[config.mk]
export PLATFORM = sky130hd
export DESIGN_NAME = hyperbus_w_packer
export DESIGN_NICKNAME = d
export VERILOG_FILES = /design/src/rtl/hyperbus_w_packer.sv
export SDC_FILE = /design/constraint.sdc
export NUM_CORES = 1
export LEC_CHECK = 0
export BUFFER_PORTS_ARGS = -buffer_cell sky130_fd_sc_hd__buf_2
export CORE_MARGIN = 3
export CORE_UTILIZATION = 35
export DETAILED_ROUTE_END_ITERATION = 8
export GPL_TIMING_DRIVEN = 0
export SYNTH_ARGS = -nofsm -noshare
export SYNTH_HDL_FRONTEND = slang
export SYNTH_SLANG_ARGS = --single-unit
[constraint.sdc]
create_clock -name clk_i -period 4.7 [get_ports clk_i]
set_clock_uncertainty 0.2 [all_clocks]
set_input_delay 0.705 -clock clk_i [delete_from_list [all_inputs] [get_ports clk_i]]
set_output_delay 0.705 -clock clk_i [all_outputs]
set_load 0.1 [all_outputs]
[src/rtl/hyperbus_w_packer.sv]
// hyperbus_w_packer: merges narrow AXI W beats into full-width words for the
// HyperBus PHY-side transaction buffer. It places data and strobes by lane and
// raises a single last. It also flags bursts whose AXI last disagrees with the
// announced beat count.
module hyperbus_w_packer #(
    parameter int unsigned AxiDataWidth = 64,
    parameter int unsigned LenWidth     = 8,
    parameter int unsigned OffWidth     = $clog2(AxiDataWidth / 8)
) (
    input  logic                      clk_i,
    input  logic                      rst_ni,
    input  logic                      cmd_valid_i,
    output logic                      cmd_ready_o,
    input  logic [OffWidth-1:0]       cmd_addr_i,
    input  logic [2:0]                cmd_size_i,
    input  logic [LenWidth-1:0]       cmd_len_i,
    input  logic                      in_valid_i,
    output logic                      in_ready_o,
    input  logic [AxiDataWidth-1:0]   in_data_i,
    input  logic [AxiDataWidth/8-1:0] in_strb_i,
    input  logic                      in_last_i,
    output logic                      out_valid_o,
    input  logic                      out_ready_i,
    output logic [AxiDataWidth-1:0]   out_data_o,
    output logic [AxiDataWidth/8-1:0] out_strb_o,
    output logic                      out_last_o,
    output logic                      err_o
);

    localparam int unsigned NB = AxiDataWidth / 8;
    localparam logic [2:0] MaxSize = 3'($clog2(NB));

    typedef enum logic {
        IDLE,
        PACK
    } state_t;

    state_t                 state_q;
    logic [OffWidth-1:0]    offset_q;
    logic [2:0]             size_q;
    logic [LenWidth-1:0]    cnt_q;
    logic [LenWidth-1:0]    len_q;
    logic [AxiDataWidth-1:0] acc_data_q;
    logic [NB-1:0]          acc_strb_q;
    logic                   out_valid_q;
    logic [AxiDataWidth-1:0] out_data_q;
    logic [NB-1:0]          out_strb_q;
    logic                   out_last_q;
    logic                   err_q;

    logic [2:0]             cmd_size_clamped;
    logic [OffWidth:0]      beat_bytes;
    logic [OffWidth-1:0]    align_mask;
    logic [OffWidth-1:0]    aligned_offset;
    logic [OffWidth:0]      window_end;
    logic [OffWidth-1:0]    next_offset;
    logic                   final_beat;
    logic                   word_done;
    logic                   beat_fire;
    logic [OffWidth:0]      lane_idx;
    logic [AxiDataWidth-1:0] merged_data;
    logic [NB-1:0]          merged_strb;

    // Command-side and beat-side handshakes depend only on state and the output slot.
    assign cmd_ready_o = (state_q == IDLE);
    assign in_ready_o  = (state_q == PACK) && (!out_valid_q || out_ready_i);
    assign beat_fire   = in_valid_i && in_ready_o;

    assign out_valid_o = out_valid_q;
    assign out_data_o  = out_data_q;
    assign out_strb_o  = out_strb_q;
    assign out_last_o  = out_last_q;
    assign err_o       = err_q;

    // Sizes wider than the bus behave as full-width beats.
    assign cmd_size_clamped = (cmd_size_i > MaxSize) ? MaxSize : cmd_size_i;

    // Lane window of the current beat: from the current offset up to the end of the
    // size-aligned slot; subsequent offsets are always aligned, so one rule covers all beats.
    always_comb begin
        beat_bytes     = (OffWidth + 1)'(1) << size_q;
        align_mask     = ~(beat_bytes[OffWidth-1:0] - OffWidth'(1));
        aligned_offset = offset_q & align_mask;
        window_end     = {1'b0, aligned_offset} + beat_bytes;
        next_offset    = window_end[OffWidth-1:0];
        final_beat     = (cnt_q == len_q);
        word_done      = (next_offset == '0) || final_beat;
    end

    // Overlay the in-window lanes of the incoming beat onto the accumulator.
    always_comb begin
        merged_data = acc_data_q;
        merged_strb = acc_strb_q;
        lane_idx    = '0;
        for (int i = 0; i < NB; i++) begin
            lane_idx = (OffWidth + 1)'(i);
            if ((lane_idx >= {1'b0, offset_q}) && (lane_idx < window_end)) begin
                merged_data[i*8 +: 8] = in_data_i[i*8 +: 8];
                merged_strb[i]        = in_strb_i[i];
            end
        end
    end

    // Burst FSM with accumulator, output register and last-mismatch pulse.
    always_ff @(posedge clk_i or negedge rst_ni) begin
        if (!rst_ni) begin
            state_q     <= IDLE;
            offset_q    <= '0;
            size_q      <= '0;
            cnt_q       <= '0;
            len_q       <= '0;
            acc_data_q  <= '0;
            acc_strb_q  <= '0;
            out_valid_q <= 1'b0;
            out_data_q  <= '0;
            out_strb_q  <= '0;
            out_last_q  <= 1'b0;
            err_q       <= 1'b0;
        end else begin
            err_q <= 1'b0;
            if (out_valid_q && out_ready_i) begin
                out_valid_q <= 1'b0;
            end
            case (state_q)
                IDLE: begin
                    if (cmd_valid_i) begin
                        state_q    <= PACK;
                        offset_q   <= cmd_addr_i;
                        size_q     <= cmd_size_clamped;
                        cnt_q      <= '0;
                        len_q      <= cmd_len_i;
                        acc_data_q <= '0;
                        acc_strb_q <= '0;
                    end
                end
                PACK: begin
                    if (beat_fire) begin
                        cnt_q    <= cnt_q + LenWidth'(1);
                        offset_q <= next_offset;
                        err_q    <= (in_last_i != final_beat);
                        if (word_done) begin
                            out_valid_q <= 1'b1;
                            out_data_q  <= merged_data;
                            out_strb_q  <= merged_strb;
                            out_last_q  <= final_beat;
                            acc_data_q  <= '0;
                            acc_strb_q  <= '0;
                        end else begin
                            acc_data_q <= merged_data;
                            acc_strb_q <= merged_strb;
                        end
                        if (final_beat) begin
                            state_q <= IDLE;
                        end
                    end
                end
                default: state_q <= IDLE;
            endcase
        end
    end

endmodule

==> results of run 1 <==
cell type report:
type                    count  area share [%]
flip-flops and latches    170            45.5
plain buffers              39            2.17
well taps                 275            3.68
repair buffers            169            9.39
clock buffers              17            4.55
multi-input cells         445            32.7
clock inverters            15            1.90
inverters                   4           0.160
per-stage QoR:
stage	utilization, %	setup slack (ps)	setup TNS [ps]
2_1_floorplan	-	1530	0
3_3_place_gp	41.3	-88.8	-12720
3_5_place_dp	41.5	1150	0
4_1_cts	44.4	1140	0
5_1_grt	44.4	1020	0
6_report	44.4	1190	0
per-layer routing:
layer,share of wire [%],vias up
li1,-,2735
met1,46,2750
met2,48,115
met3,4.3,21
met4,1.4,2
met5,0.036,-
cell usage after synthesis (all sizes together):
cell    instances
a21oi          76
or3             1
mux2i          73
a41oi           1
and3            3
nor2           94
a32oi           1
nand2b          3
o211ai          1
a311o           1
a31o            1
or4b            1
nand2          40
nand4           4
and4bb          1
dfrtp         170
mux2            2
a211oi          2
xor2           14
o31a            1
nor2b           3
xnor2           3
nor3            4
o21ai          16
clkbuf          7
a22o           72
nand3b          1
nor4            4
a31oi           1
and2            5
nor4b           1
and3b           1
a221o           1
nand3           1
a22oi           3
a21o            4
inv             4
buf            32
or2             1
ha              3
o31ai           1
worst max-delay path by stage:
stage,from,to,depth (start not counted)
floorplan,out_valid_o,out_data_o[10],7
detailed placement,size_q[0],out_data_o[40],10
global route,size_q[0],out_data_o[40],10
finish,size_q[0],out_data_o[40],10
CTS,size_q[0],out_data_o[40],10
global placement,rst_ni,acc_data_q[48],1
logic make-up after synthesis:
logic type	count (synthesis)	share of synthesized area, %
and+or+nand+nor	168	10.2
muxes	75	10.1
xor gates and xnor gates	17	1.98
adders and majority gates	3	0.499
AOI/OAI and AO/OA	182	17.9
buffers and inverters	43	2.89
DFF	170	56.5
worst max-delay path, delay by kind of cell (launching register included):
| kind | cells | cell delay (ps) |
|---|---|---|
| simple gates | 3 | 860 |
| fa+ha+maj | 1 | 330 |
| buf+inv | 3 | 890 |
| mux | 1 | 200 |
| flops | 1 | 410 |
| compound gates | 2 | 470 |
sequential cells by signal, summed over array words and instances, names as in the netlist:
register	flops
size_q	3
out_strb_o	8
acc_data_q	64
cnt_q	8
len_q	8
out_data_o	64
offset_q	3
acc_strb_q	8
out_last_o	1
err_o	1
state_q	1
out_valid_o	1
==> flow_summary.yaml, run 1 <==
run_status:
  outcome: "completed"
synth:
  ys_warn_count: 0
  yosysTopAreaCell: "dfrtp_1"
  synth_area_leaders: "dfrtp_1, mux2i_1, a22o_1"
  synthDominantCellAreaShare_pct: 56.5
  yosys_register_bits: 170
  synth_area_per_cell_um2: 11.4
  seq_area_frac_synth_pct: 56.5
  synth_cell_types: 53
  syn-instance-count: 658
  syn_area_um2: 7530
  syn_nets: 753
clock_network:
  cts_tree: "yes"
  cts_hold_buf: 0
  cts_sinks: 170
  cts_root_buffer: "clkbuf_16"
  h-tree-depth: 4
  clock_latency_ps: 430
  cts_resized: 0
  post_cts_buffers: 0
  numCtsBuffers: 17
  clockBufferDepth: 2
  path_clk_slew_ps: 70
critical_path:
  cpMostUsedCell: "buf_2"
  crit_path_end_kind: "flop"
  r2r_cells: 10
  path_cells: "buf_2, or3_1, nor2_1, ha_1, nor4_1, mux2i_2, a21oi_4, buf_2, buf_2, a21oi_1"
  crit_slowest_cell: "dfrtp_1"
  crit_type: "reg2reg"
  r2r-start: "size_q[0]"
  arrival_ps: 3610
  crit_path_max_incr_delay_ps: 410
  cp_data_required_time_ps: 4800
  cp_max_fo: 10
  cp-start-kind: "flop"
  reg2reg_to: "out_data_o[40]"
  r2r_setup_slack_ps: 1190
global_routing:
  gr-usage-met2_pct: 26.6
  grt_max_degree: 98
  antenna_found_initial: 1
  grt_pass1_wl_um: 31300
  grtUsageTotal_pct: 16.7
  grt_overflow_total: 0
  use_met3_pct: 4.15
  grt_use_met1_pct: 23.1
  grt_pass1_vias: 5714
  busiest_layer: "met2"
place:
  hpwlAfterDp_um: 13500
  io_buffers: 168
  dpl.cell_count: 1102
  dpl_cell_area_um2: 8750
  gp_congestion: 0.818
run:
  maxCapViolations: 0
drt:
  first_pass_iters: 4
  vias_per_cell: 4.96
  wl_per_cell_um: 17.1
  drt-initial-drc-count: 297
  drc: 0
  dr_total_vias: 5623
  ant_nets: 0
  drt-total-wl_um: 19300
sta:
  finalSetupViolCount: 0
  fmax_ghz: 0.285
  hold_viol: 0
  timing.hold.ws_ps: 16.4
  finalCritPeriodShare_pct: 74.7
  timing.slew.headroom_pct: 48.9
  tightest_slew_ps: 766
  finalMaxSlewViolations: 0
  rsz0062_at_grt: "no"
  period_needed_ps: 3510
finish:
  final_cell_mix: "buf_2, dfrtp_1, nor2_1"
  fin_nets: 941
  fin_cells: 1134
  n_fill_cell: 2061
  final_common_cell: "buf_2"
  diodes: 0
  regArea_um2: 4250
  area_growth_pct: 24.2
  design_area_um2: 9360
  multi_input_area_um2: 3060
  drive_gt1_share_pct: 29.6
die:
  ios: 169
  dieArea_um2: 23300
  coreArea_um2: 21100
  start_util_pct: 35.7
  die-height_um: 153
  rows: 53
  dieWidth_um: 153
hold_path:
  hp-class: "in2async"
Power of run 1 is left out: the tool's default activity adds up to more than one toggle a clock period on the data nets, which glitch-free logic cannot reach.
==> inputs of run 2 (changes only) <==
==> constraint.sdc (replaced) <==
create_clock -name clk_i -period 3.5 [get_ports clk_i]
set_clock_uncertainty 0.2 [all_clocks]
set_input_delay 0.525 -clock clk_i [delete_from_list [all_inputs] [get_ports clk_i]]
set_output_delay 0.525 -clock clk_i [all_outputs]
set_load 0.1 [all_outputs]
==> run 2 against run 1 <==
Effect of this change: worst hold slack better by 67 ps; via count increased by 0.60%; critical path depth is the same; maximum frequency rose by 5.8%; cell count increased by 0.35%; sequential share of layout area decreased by 0.25 points; final area up 0.56%; global-route usage about the same; count of clock-buffer cells in the layout stayed put; flip-flop and latch count stayed put; die area is the same; wire length grew 1.5%; critical endpoint is now out_data_o[10]; largest cell class unchanged.
==> flow_summary.yaml, run 2 (synthesis results as in run 1) <==
run_status:
  outcome: "completed"
finish:
  n_fill_cell: 2061
  fin_nets: 945
  final_cell_mix: "buf_2, dfrtp_1, nor2_1"
  drive_gt1_share_pct: 30.0
  area_growth_pct: 24.9
  diodes: 0
  final_common_cell: "buf_2"
critical_path:
  r2r-start: "size_q[0]"
  cp_data_required_time_ps: 3610
  r2r_cells: 10
  cp_max_fo: 10
  r2r_setup_slack_ps: 180
  crit_type: "reg2reg"
  cp-start-kind: "flop"
  arrival_ps: 3430
  reg2reg_to: "out_data_o[10]"
  crit_path_end_kind: "flop"
drt:
  wl_per_cell_um: 17.3
  drc: 0
  drt-total-wl_um: 19600
  drt-initial-drc-count: 295
  dr_total_vias: 5657
  ant_nets: 0
  first_pass_iters: 4
  vias_per_cell: 4.97
hold_path:
  hp-class: "in2reg"
  hold_depth: 3
  min_from: "cmd_len_i[4]"
  hold_end: "len_q[4]"
clock_network:
  cts_sinks: 170
  path_clk_slew_ps: 80
  h-tree-depth: 4
  cts_tree: "yes"
  cts_root_buffer: "clkbuf_16"
  numCtsBuffers: 17
  clock_latency_ps: 430
  clockBufferDepth: 2
sta:
  tightest_slew_ps: 769
  finalMaxSlewViolations: 0
  hold_viol: 0
  timing.slew.headroom_pct: 48.8
  period_needed_ps: 3320
  finalSetupViolCount: 0
  fin_setup_tns_ps: 0
  rsz0062_at_grt: "no"
  fmax_ghz: 0.301
  finalCritPeriodShare_pct: 94.8
place:
  io_buffers: 168
  gp_congestion: 0.818
  hpwlAfterDp_um: 13500
die:
  die-height_um: 153
  rows: 53
  ios: 169
  dieWidth_um: 153
  coreArea_um2: 21100
  dieArea_um2: 23300
  start_util_pct: 35.7
global_routing:
  antenna_found_initial: 1
  grt_overflow_total: 0
  grtUsageTotal_pct: 16.8
  grt_pass1_vias: 5720
  grt_pass1_wl_um: 31300
  grt_max_degree: 98
run:
  maxCapViolations: 0
## run 2: worst max path at each step
stage,startpoint,to,slack [ps],cells past startpoint
after floorplan,out_valid_o,out_data_o[10],330,7
after global placement,rst_ni,acc_data_q[48],-1110,1
after detailed placement,size_q[0],out_data_o[40],-50,10
after CTS,size_q[0],out_data_o[50],10,10
after global routing,size_q[0],out_data_o[16],0.5,10
final,size_q[0],out_data_o[10],180,10
## run 2: cell type report
type / instances / area, µm² / area share, %
buffer: 39 / 216 / 2.30
multi-input combinational: 446 / 3070 / 32.7
timing repair buffer: 172 / 903 / 9.60
tap: 275 / 344 / 3.66
clock buffer: 17 / 425 / 4.52
inverter: 4 / 15.0 / 0.160
clock inverter: 15 / 178 / 1.89
sequential: 170 / 4250 / 45.2
## run 2: repair_timing
action / in CTS / in global routing
endpoints found under the hold margin: 73 / 0
cloned: 0 / 1
gates resized for setup: 1 / 7
setup buffers: 0 / 2
pin swaps: 0 / 1
hold buffers: 1 / 0
setup endpoints to repair: 10 / 84
## run 2: critical path, cell delays in order, from the launching register on
cell	delay [ps]
dfrtp_1	410
buf_2	220
or3_1	360
nor2_1	130
ha_1	330
nor4_1	380
mux2i_2	230
a21oi_4	270
clkbuf_4	290
buf_2	270
a21oi_1	110
## run 2: layer usage
layer  track usage (%)  routed length, µm  up-vias
met1              23.1               9110     2795
li1                  -                  -     2746
met3              4.15                759       16
met4              4.50                235        2
met2              26.6               9520       98
met5                 0                  7        -
## run 2: through the flow
| step | cell area [µm²] | std cells | hold WS, ps | utilization, % | worst slack [ps] |
|---|---|---|---|---|---|
| 2_1_floorplan | 7530 | 658 | 29.4 | - | 330 |
| 3_3_place_gp | 8710 | 1101 | 281 | 41.3 | -1110 |
| 3_5_place_dp | 8750 | 1102 | 280 | 41.5 | -47.7 |
| 4_1_cts | 9370 | 1135 | 68.4 | 44.4 | 10.9 |
| 5_1_grt | 9410 | 1138 | 69.9 | 44.6 | 0.470 |
| 6_report | 9410 | 1138 | 83.3 | 44.6 | 182 |
Power of run 2 is left out for the same reason.
==> inputs of run 3 (changes only) <==
--- a/config.mk
+++ b/config.mk
@@ -6,10 +6,12 @@
 export NUM_CORES = 1
 export LEC_CHECK = 0
 export BUFFER_PORTS_ARGS = -buffer_cell sky130_fd_sc_hd__buf_2
+export CORE_ASPECT_RATIO = 0.75
 export CORE_MARGIN = 3
 export CORE_UTILIZATION = 35
 export DETAILED_ROUTE_END_ITERATION = 8
 export GPL_TIMING_DRIVEN = 0
+export SETUP_SLACK_MARGIN = 0.05
 export SYNTH_ARGS = -nofsm -noshare
 export SYNTH_HDL_FRONTEND = slang
 export SYNTH_SLANG_ARGS = --single-unit
==> run 3 against run 2 <==
Effect of this change: die area is essentially flat; utilization increased by 1.0 points; worst setup slack better by 85 ps; maximum frequency grew 2.6%; critical path depth did not move; global-route usage grew 0.87 points; register-to-register slack better by 80 ps; wire length up 1.8%; cell count is 0.62% higher; sequential share of layout area fell by 0.096 points; worst hold slack improved by 3.6 ps; count of clock-buffer cells in the layout is the same.
==> flow_summary.yaml, run 3 (synthesis results as in run 1) <==
run_status:
  outcome: "completed"
clock_network:
  h-tree-depth: 4
  cts_sinks: 170
  cts_tree: "yes"
  path_clk_slew_ps: 70
  numCtsBuffers: 17
  clockBufferDepth: 2
  clock_latency_ps: 430
  cts_root_buffer: "clkbuf_16"
critical_path:
  cp-start-kind: "flop"
  r2r_setup_slack_ps: 270
  crit_path_max_incr_delay_ps: 420
  path_cells: "buf_2, or3_1, ha_1, and4bb_2, a22oi_1, or2_4, a311o_1, buf_4, nor2_4, a22o_1"
  arrival_ps: 3390
  crit_type: "reg2reg"
  reg2reg_to: "acc_data_q[8]"
  cp_max_fo: 10
  crit_path_end_kind: "flop"
  r2r-start: "size_q[0]"
  cp_data_required_time_ps: 3660
  crit_slowest_cell: "dfrtp_1"
  r2r_cells: 10
  cp_num_buf_inv: 2
  path_depth: 10
  crit_family: "simple AND/OR/NAND/NOR gates"
die:
  start_util_pct: 36.4
  coreArea_um2: 20700
  rows: 45
  dieWidth_um: 175
  die-height_um: 133
  ios: 169
  dieArea_um2: 23300
place:
  dpl_cell_area_um2: 8760
  dp_slack_ps: 8.25
  gp_congestion: 0.790
  dpl.cell_count: 1109
  hpwlAfterDp_um: 14200
  io_buffers: 168
sta:
  rsz0062_at_grt: "yes"
  setup_ws_ps: 267
  timing.slew.headroom_pct: 56.5
  period_needed_ps: 3230
  finalCritPeriodShare_pct: 92.4
  finalSetupViolCount: 0
  hold_viol: 0
  fin_setup_tns_ps: 0
  fmax_ghz: 0.309
  finalMaxSlewViolations: 0
  tightest_slew_ps: 652
finish:
  drive_gt1_share_pct: 30.5
  diodes: 0
  fin_nets: 945
  final_cell_mix: "buf_2, dfrtp_1, nor2_1"
  design_area_um2: 9430
  fin_cells: 1145
  area_growth_pct: 25.2
  final_common_cell: "buf_2"
run:
  maxCapViolations: 0
drt:
  drc: 0
  ant_nets: 0
  wl_per_cell_um: 17.5
  vias_per_cell: 4.98
  dr_total_vias: 5707
  drt-total-wl_um: 20000
  first_pass_iters: 5
  drt-initial-drc-count: 382
global_routing:
  grt_pass1_vias: 5764
  antenna_found_initial: 2
  grtUsageTotal_pct: 17.6
  grt_max_degree: 91
  grt_overflow_total: 0
  grt_pass1_wl_um: 32300
hold_path:
  hp-class: "in2reg"
  min_from: "cmd_len_i[7]"
  hold_depth: 3
  hold_end: "len_q[7]"
-- run 3: through the flow --
| step | util [%] | hold WS (ps) |
|---|---|---|
| after floorplan | - | 29.4 |
| after global placement | 42.2 | 281 |
| after detailed placement | 42.4 | 282 |
| after CTS | 45.5 | 64.8 |
| after global routing | 45.6 | 82.2 |
| final | 45.6 | 86.9 |
-- run 3: cell type report --
| class | instances | area (µm²) |
|---|---|---|
| sequential | 170 | 4250 |
| buffer | 39 | 216 |
| inverter | 4 | 15.0 |
| multi-input combinational | 445 | 3070 |
| timing repair buffer | 173 | 911 |
| fill | 2009 | 11200 |
| clock buffer | 17 | 425 |
| tap | 282 | 353 |
| clock inverter | 15 | 181 |
-- run 3: how the worst max path moves through the flow --
stage,startpoint,endpoint
after detailed placement,size_q[0],out_data_o[11]
after CTS,size_q[0],acc_data_q[38]
after global placement,rst_ni,out_data_o[50]
after global routing,size_q[0],acc_data_q[32]
after floorplan,out_valid_o,out_data_o[10]
final,size_q[0],acc_data_q[8]
-- run 3: layer usage --
metal  GRT usage (%)  vias to the layer above  part of all wire [%]
met3            3.93                       21                   4.9
li1                -                     2733                     -
met4            4.78                        4                   1.0
met5               0                        -                  0.14
met1            27.5                     2799                    51
met2            24.4                      150                    43
-- run 3: worst reg2reg max path: cells and delay by family, from the launching register on --
kind            cells  cell delay (ps)
fa+ha+maj           1              240
compound gates      3              680
simple gates        4             1210
buf+inv             2              430
flops               1              420
-- run 3: timing repair --
| item | CTS | global route |
|---|---|---|
| endpoints found under the hold margin | 80 | 0 |
| pin swaps | 1 | 0 |
| hold buffers | 1 | 0 |
| endpoints found under the setup margin | 50 | 98 |
| gates resized for setup | 0 | 14 |
| setup buffers | 3 | 0 |
Power of run 3 is left out for the same reason.
